$ cat src/rtl/nco_phase_gen.sv
// Phase generator feeding the CORDIC stage: accumulates a saturated FCW, adds an
// offset, wraps into [-pi, pi) and emits one angle per enabled cycle, two cycles later.
module nco_phase_gen #(
    parameter int C_ANGLE_WIDTH = 16,
    parameter int C_PI          = $rtoi(3.141592653589793 * (2.0 ** (C_ANGLE_WIDTH - 3)) + 0.5)
) (
    input  logic                            I_clk,
    input  logic                            I_rst,
    input  logic signed [C_ANGLE_WIDTH-1:0] I_fcw,
    input  logic                            I_fcw_v,
    input  logic signed [C_ANGLE_WIDTH-1:0] I_ofs,
    input  logic                            I_ofs_v,
    input  logic                            I_sync,
    input  logic                            I_en,
    output logic signed [C_ANGLE_WIDTH-1:0] O_angle,
    output logic                            O_angle_v
);

    localparam int W = C_ANGLE_WIDTH;
    localparam logic signed [W:0]   PI_X     = (W+1)'(C_PI);
    localparam logic signed [W:0]   TWO_PI_X = (W+1)'(2 * C_PI);
    localparam logic signed [W-1:0] LIM_POS  = W'(C_PI - 1);
    localparam logic signed [W-1:0] LIM_NEG  = W'(-(C_PI - 1));

    // One extra bit holds the sum of two in-range angles without overflow.
    function automatic logic signed [W-1:0] wrap(input logic signed [W:0] x);
        logic signed [W:0] r;
        if (x >= PI_X) begin
            r = x - TWO_PI_X;
        end else if (x < -PI_X) begin
            r = x + TWO_PI_X;
        end else begin
            r = x;
        end
        return r[W-1:0];
    endfunction

    function automatic logic signed [W-1:0] clamp(input logic signed [W-1:0] x);
        logic signed [W-1:0] r;
        if (x > LIM_POS) begin
            r = LIM_POS;
        end else if (x < LIM_NEG) begin
            r = LIM_NEG;
        end else begin
            r = x;
        end
        return r;
    endfunction

    logic signed [W-1:0] acc_q, acc_d;
    logic signed [W-1:0] fcw_q, fcw_d;
    logic signed [W-1:0] ofs_q, ofs_d;
    logic signed [W-1:0] ph1_q, ph1_d;
    logic                v1_q, v1_d;
    logic signed [W-1:0] angle_q, angle_d;
    logic                angle_v_q, angle_v_d;
    logic signed [W-1:0] base;

    always_comb begin
        base      = I_sync ? '0 : acc_q;
        ph1_d     = wrap({base[W-1], base} + {ofs_q[W-1], ofs_q});
        v1_d      = I_en;
        acc_d     = acc_q;
        if (I_en) begin
            acc_d = wrap({base[W-1], base} + {fcw_q[W-1], fcw_q});
        end else if (I_sync) begin
            acc_d = '0;
        end
        // Loads land next cycle, so a sample enabled now still sees the old values.
        fcw_d     = I_fcw_v ? clamp(I_fcw) : fcw_q;
        ofs_d     = I_ofs_v ? clamp(I_ofs) : ofs_q;
        angle_d   = v1_q ? ph1_q : angle_q;
        angle_v_d = v1_q;
    end

    always_ff @(posedge I_clk) begin
        if (I_rst) begin
            acc_q     <= '0;
            fcw_q     <= '0;
            ofs_q     <= '0;
            ph1_q     <= '0;
            v1_q      <= 1'b0;
            angle_q   <= '0;
            angle_v_q <= 1'b0;
        end else begin
            acc_q     <= acc_d;
            fcw_q     <= fcw_d;
            ofs_q     <= ofs_d;
            ph1_q     <= ph1_d;
            v1_q      <= v1_d;
            angle_q   <= angle_d;
            angle_v_q <= angle_v_d;
        end
    end

    assign O_angle   = angle_q;
    assign O_angle_v = angle_v_q;

endmodule

$ cat config.mk
export PLATFORM = sky130hd
export DESIGN_NAME = nco_phase_gen
export DESIGN_NICKNAME = d
export VERILOG_FILES = /design/src/rtl/nco_phase_gen.sv
export SDC_FILE = /design/constraint.sdc
export NUM_CORES = 1
export LEC_CHECK = 0
export ABC_AREA = 1
export CAP_MARGIN = 20
export CORE_UTILIZATION = 50
export CTS_CLUSTER_SIZE = 12
export DETAILED_ROUTE_END_ITERATION = 10
export PLACE_DENSITY = 0.72
export SYNTH_ARGS = -nofsm -noshare
export SYNTH_HDL_FRONTEND = slang
export SYNTH_SLANG_ARGS = --single-unit
$ cat constraint.sdc
create_clock -name I_clk -period 4.1 [get_ports I_clk]
set_input_delay 0.82 -clock I_clk [delete_from_list [all_inputs] [get_ports I_clk]]
set_output_delay 0.82 -clock I_clk [all_outputs]
set_load 0.005 [all_outputs]
# Yosys cells after proc, flatten, opt, wreduce, memory -nomap -nowiden
# Cells that the tools add are included.
totals:
  reg_bits: 82
  input_bits: 38
  output_inout_bits: 17
  wordCells: 31
classes:
  add_sub_neg: 6
  magnitude_cmp: 8
  mux: 10
ops:
  columns: ["cell", "count"]
  rows:
  - ["two-way mux 16 bit", 10]
  - ["adder 16 x 16 -> 17 bit", 2]
  - ["greater-or-equal comparator 17 x 16 -> 1 bit, second input constant", 2]
  - ["< comparator 17 x 16 -> 1 bit, second input constant", 2]
  - ["adder 16 x 15 -> 16 bit, second input constant", 2]
  - ["> comparator 16 bit, second input constant", 2]
  - ["< comparator 16 bit, second input constant", 2]
  - ["subtractor 16 x 15 -> 16 bit, second input constant", 2]

# Longest topological paths before layout
depth:
  word_depth: 6
  mapped_depth: 29
  mapped_depth_nobuf: 27

# Least setup slack after synthesis
# No wires, ideal clock.
synth_timing:
  path_kind: "input-to-reg"
  startpoint: "input port I_sync"
  endpoint: "register acc_q[10]"
  setup_ps: 117
  arrival_time_ps: 3061
  required_ps: 3983
  setup_slack_ps: 922
  stages: 24
  n_path_buf: 3
  path_cell_list: "buf_6 -> inv_8 -> buf_6 -> nand2_1 -> inv_1 -> ha_1 -> ha_1 -> inv_1 -> nand2_1 -> nand2_1 -> nand2_2 -> nand2_2 -> nand2_2 -> nand2_2 -> nand3_1 -> nand2_4 -> nand2_2 -> nor2_2 -> nand3_2 -> nand2_4 -> nand2_4 -> buf_6 -> a21oi_1 -> nor2_1"
synth_via:
  elab_chain_len: 6
  word_cells_on_any_way: 9
  classes_between: "add/sub: 3; order compare: 2; mux: 4"
synth_rtl:
  columns: ["item", "line_no", "rtl"]
  rows:
  - ["start, declared", "13", "input logic I_sync,"]
  - ["two-way mux 16 bit *", null, null]
  - ["adder 16 x 16 -> 17 bit", "65", "acc_d = wrap({base[W-1], base} + {fcw_q[W-1], fcw_q});"]
  - ["adder 16 x 15 -> 16 bit / < comparator 17 x 16 -> 1 bit (equally long branches)", "31, 30", null]
  - ["two-way mux 16 bit", "30", "end else if (x < -PI_X) begin"]
  - ["two-way mux 16 bit", "28", "if (x >= PI_X) begin"]
  - ["two-way mux 16 bit *", "64", "if (I_en) begin"]
  - ["end signal, assigned", "78", "acc_q <= '0;"]
  - ["end signal, assigned", "86", "acc_q <= acc_d;"]
  - ["end, declared", "50", "logic signed [W-1:0] acc_q, acc_d;"]
# Every way passes the cells marked *; elsewhere a longest branch is shown, timed or not.
# A chain may end at the register's enable or synchronous reset.

# Worst setup path in the final report
# Ends and elaborated chain as after synthesis.

==> results_dict.tcl <==
set metrics [dict create \
    via_per_inst 5.33 \
    dr.pass1.iters 5 \
    yosysTopAreaCell "dfxtp_1" \
    power_leakage_nw 4.34 \
    synth.avg_cell_area_um2 5.96 \
    gr-total-overflow 0 \
    avgRoutedWirePerCell_um 13.7 \
    synth_commonest_cells "nand2_1 (390), inv_1 (128), nor2_1 (124)" \
    drt_iter0_drc 619 \
    hp-start "ph1_q[5]$_SDFF_PP0_" \
    initial_core_util_pct 51.9 \
    track_usage_pct 28.4 \
    die_x_um 123 \
    cp-startpoint "I_sync" \
    setup_violations 0 \
    clock_sinks 82 \
    antenna_cells 0 \
    numCtsBuffers 9 \
    io_pins 55 \
    synthCells 1224 \
    total_power_mw 3.00 \
    fin_util_pct 60.7 \
    relSlewSlack_pct 55.6 \
    synth_top_area_share_pct 22.5 \
    fill_cells 1424 \
    syn_to_final_growth_pct 16.8 \
    grt_pass1_vias 6919 \
    worstPathMaxFanout 15 \
    core_area_um2 14000 \
    ys.flop_type "dfxtp_1" \
    grt_max_degree 29 \
    rows 43 \
    gp_congestion 0.939 \
    cp.required_ns 4.33 \
    synth_seq_cells 82 \
    timing.final.crit_share_pct 91.9 \
    rr_startpoint "acc_q[9]$_SDFF_PP0_" \
    synth_async_sr_flop_share_pct 0 \
    nNetsFinal 1355 \
    cts_buffer_depth 2 \
    seq_area_frac_synth_pct 22.5 \
    max-vdd-ir-drop_uv 279 \
    cts_root_buffer "clkbuf_16" \
    hold_ws_ns 0.455 \
    worstSkewPairLatency_ns 0.35 \
    clock.fmax_ghz 0.265 \
    yosysMostFrequentCell "nand2_1" \
    start_kind "input port" \
    final.setup_skew_ns 0.00852 \
    syn_area_um2 7290 \
    power.density_nw_per_um2 352 \
    drv_cap 0 \
    rsz0062_at_grt "false" \
    wirelength_um 20200 \
    synth_edf_count 0 \
    remaining_drc_errors 0 \
    port-buffer-count 54 \
    fin_cells 1478 \
    drtAntennaViolNets 0 \
    path_class "input port to flip-flop" \
    grt_pass1_wl_um 33500 \
    cts.reportedPaths.clkPinSlew_ns 0.06 \
    die_y_um 123 \
    cts.hold.buffers_added 0 \
    vias 7878 \
    antenna_found_initial 0 \
    yosysWarnings 0 \
    dp_hpwl_um 16500 \
    hold_path.class "flip-flop to flip-flop" \
    synth_area_leaders "dfxtp_1 (23%), nand2_1 (20%), nand3_1 (7.7%)" \
    outcome "finished, final reports clean" \
    drv_slew 0 \
    hold_viol_final 0 \
    final_layout_size_suffix_gt1_share_pct 13.1 \
    h-tree-depth 3 \
    synth_cell_types 38 \
    critPathArrivalTime_ns 4.00 \
    placedCellCount 1462 \
    cts_setup_buffers 0 \
    synth_nets 1286 \
    worstSetupEndpointType "flip-flop" \
    cts_resized 0 \
    tightest_slew_ns 0.664 \
    fp.dieArea_um2 15100 \
    min_period_ns 3.77 \
    cts_tree "yes" \
]
==> final cells by class <==
type                            count  area, µm²  area share [%]
Tap cell                          180        225            2.64
Timing Repair Buffer               85        773            9.08
Inverter                          143        547            6.42
Sequential cell                    82       1640            19.3
Clock inverter                      7        141            1.66
Clock buffer                        9        225            2.64
Multi-Input combinational cell    972       4960            58.3
==> flip-flops by register name, indices dropped and copies added, names as in the netlist <==
name       flops
O_angle       16
O_angle_v      1
acc_q         16
angle_v_d      1
fcw_q         16
ofs_q         16
ph1_q         16
==> critical path: stages <==
cell	delay [ns]
clkdlybuf4s50_1	0.42
buf_4	0.20
nor2_1	0.34
ha_1	0.39
nand2_1	0.18
inv_1	0.07
a21boi_2	0.20
inv_1	0.07
a21oi_2	0.21
nand3_1	0.15
nand2_4	0.10
nand2_2	0.06
nor2_2	0.09
nand3_2	0.08
nand2_4	0.14
nand2_4	0.12
a21oi_1	0.26
nor2_1	0.07
==> kinds of logic (layout without fill, tap and decap cells) <==
group           Yosys count  after routing  share of synthesized area [%]
flops                    82             82                           22.5
buf+inv                 170            244                           9.52
simple gates            760            760                           48.1
xor+xnor                 19             19                           2.28
compound gates          169            169                           13.5
fa+ha+maj                24             24                           4.12
==> placed cells by master (no fill, tap or decap), types with 12 or more instances in the layout <==
cell type        netlist  routed
nand2_2               52      52
clkdlybuf4s50_1        0      54
xor2_1                19      19
inv_2                 12      12
nand2_4               12      12
nor2_2                11      13
nand4_1               20      20
o211ai_1              16      16
ha_1                  24      24
nor2_1               124     122
buf_4                  0      31
dfxtp_1               82      82
o21ai_0               45      45
nand3_2               13      13
nand3_1              112     112
inv_1                128     128
nand2_1              390     390
a21oi_1               72      72
==> routing by layer <==
layer  GRT usage, %  wire length, µm  up-vias
li1               -                -     4108
met1           39.8             9850     3489
met2           43.7             8580      247
met3           4.93             1230       34
met4           9.68              552        0
met5              0                0        -
==> report_power, final <==
part | switching [mW] | internal [mW] | leakage (nW)
Sequential | 0.0535 | 0.877 | 0.678
Clock | 0.334 | 0.656 | 0.176
Combinational | 0.691 | 0.389 | 3.49
Total | 1.08 | 1.92 | 4.34
==> final timing paths <==
path,endpoint,depth (start not counted),slack (ns)
worst max-delay path,acc_q[10]$_SDFF_PP0_,18,0.33
worst min-delay path,O_angle[5]$_SDFFE_PP0P_,2,0.45
worst max register to register,acc_q[10]$_SDFF_PP0_,21,1.03
worst min register to register,O_angle[5]$_SDFFE_PP0P_,2,0.45
==> per-stage QoR <==
step	TNS, ns	instance area (µm²)	worst slack, ns
6_report	0	8520	0.330
5_1_grt	0	8520	0.0546
4_1_cts	0	8510	0.144
3_5_place_dp	-3.29	8150	-0.210
3_3_place_gp	-2.71	8150	-0.186
2_1_floorplan	0	7290	0.922
Power figures use the tool's default switching activity.
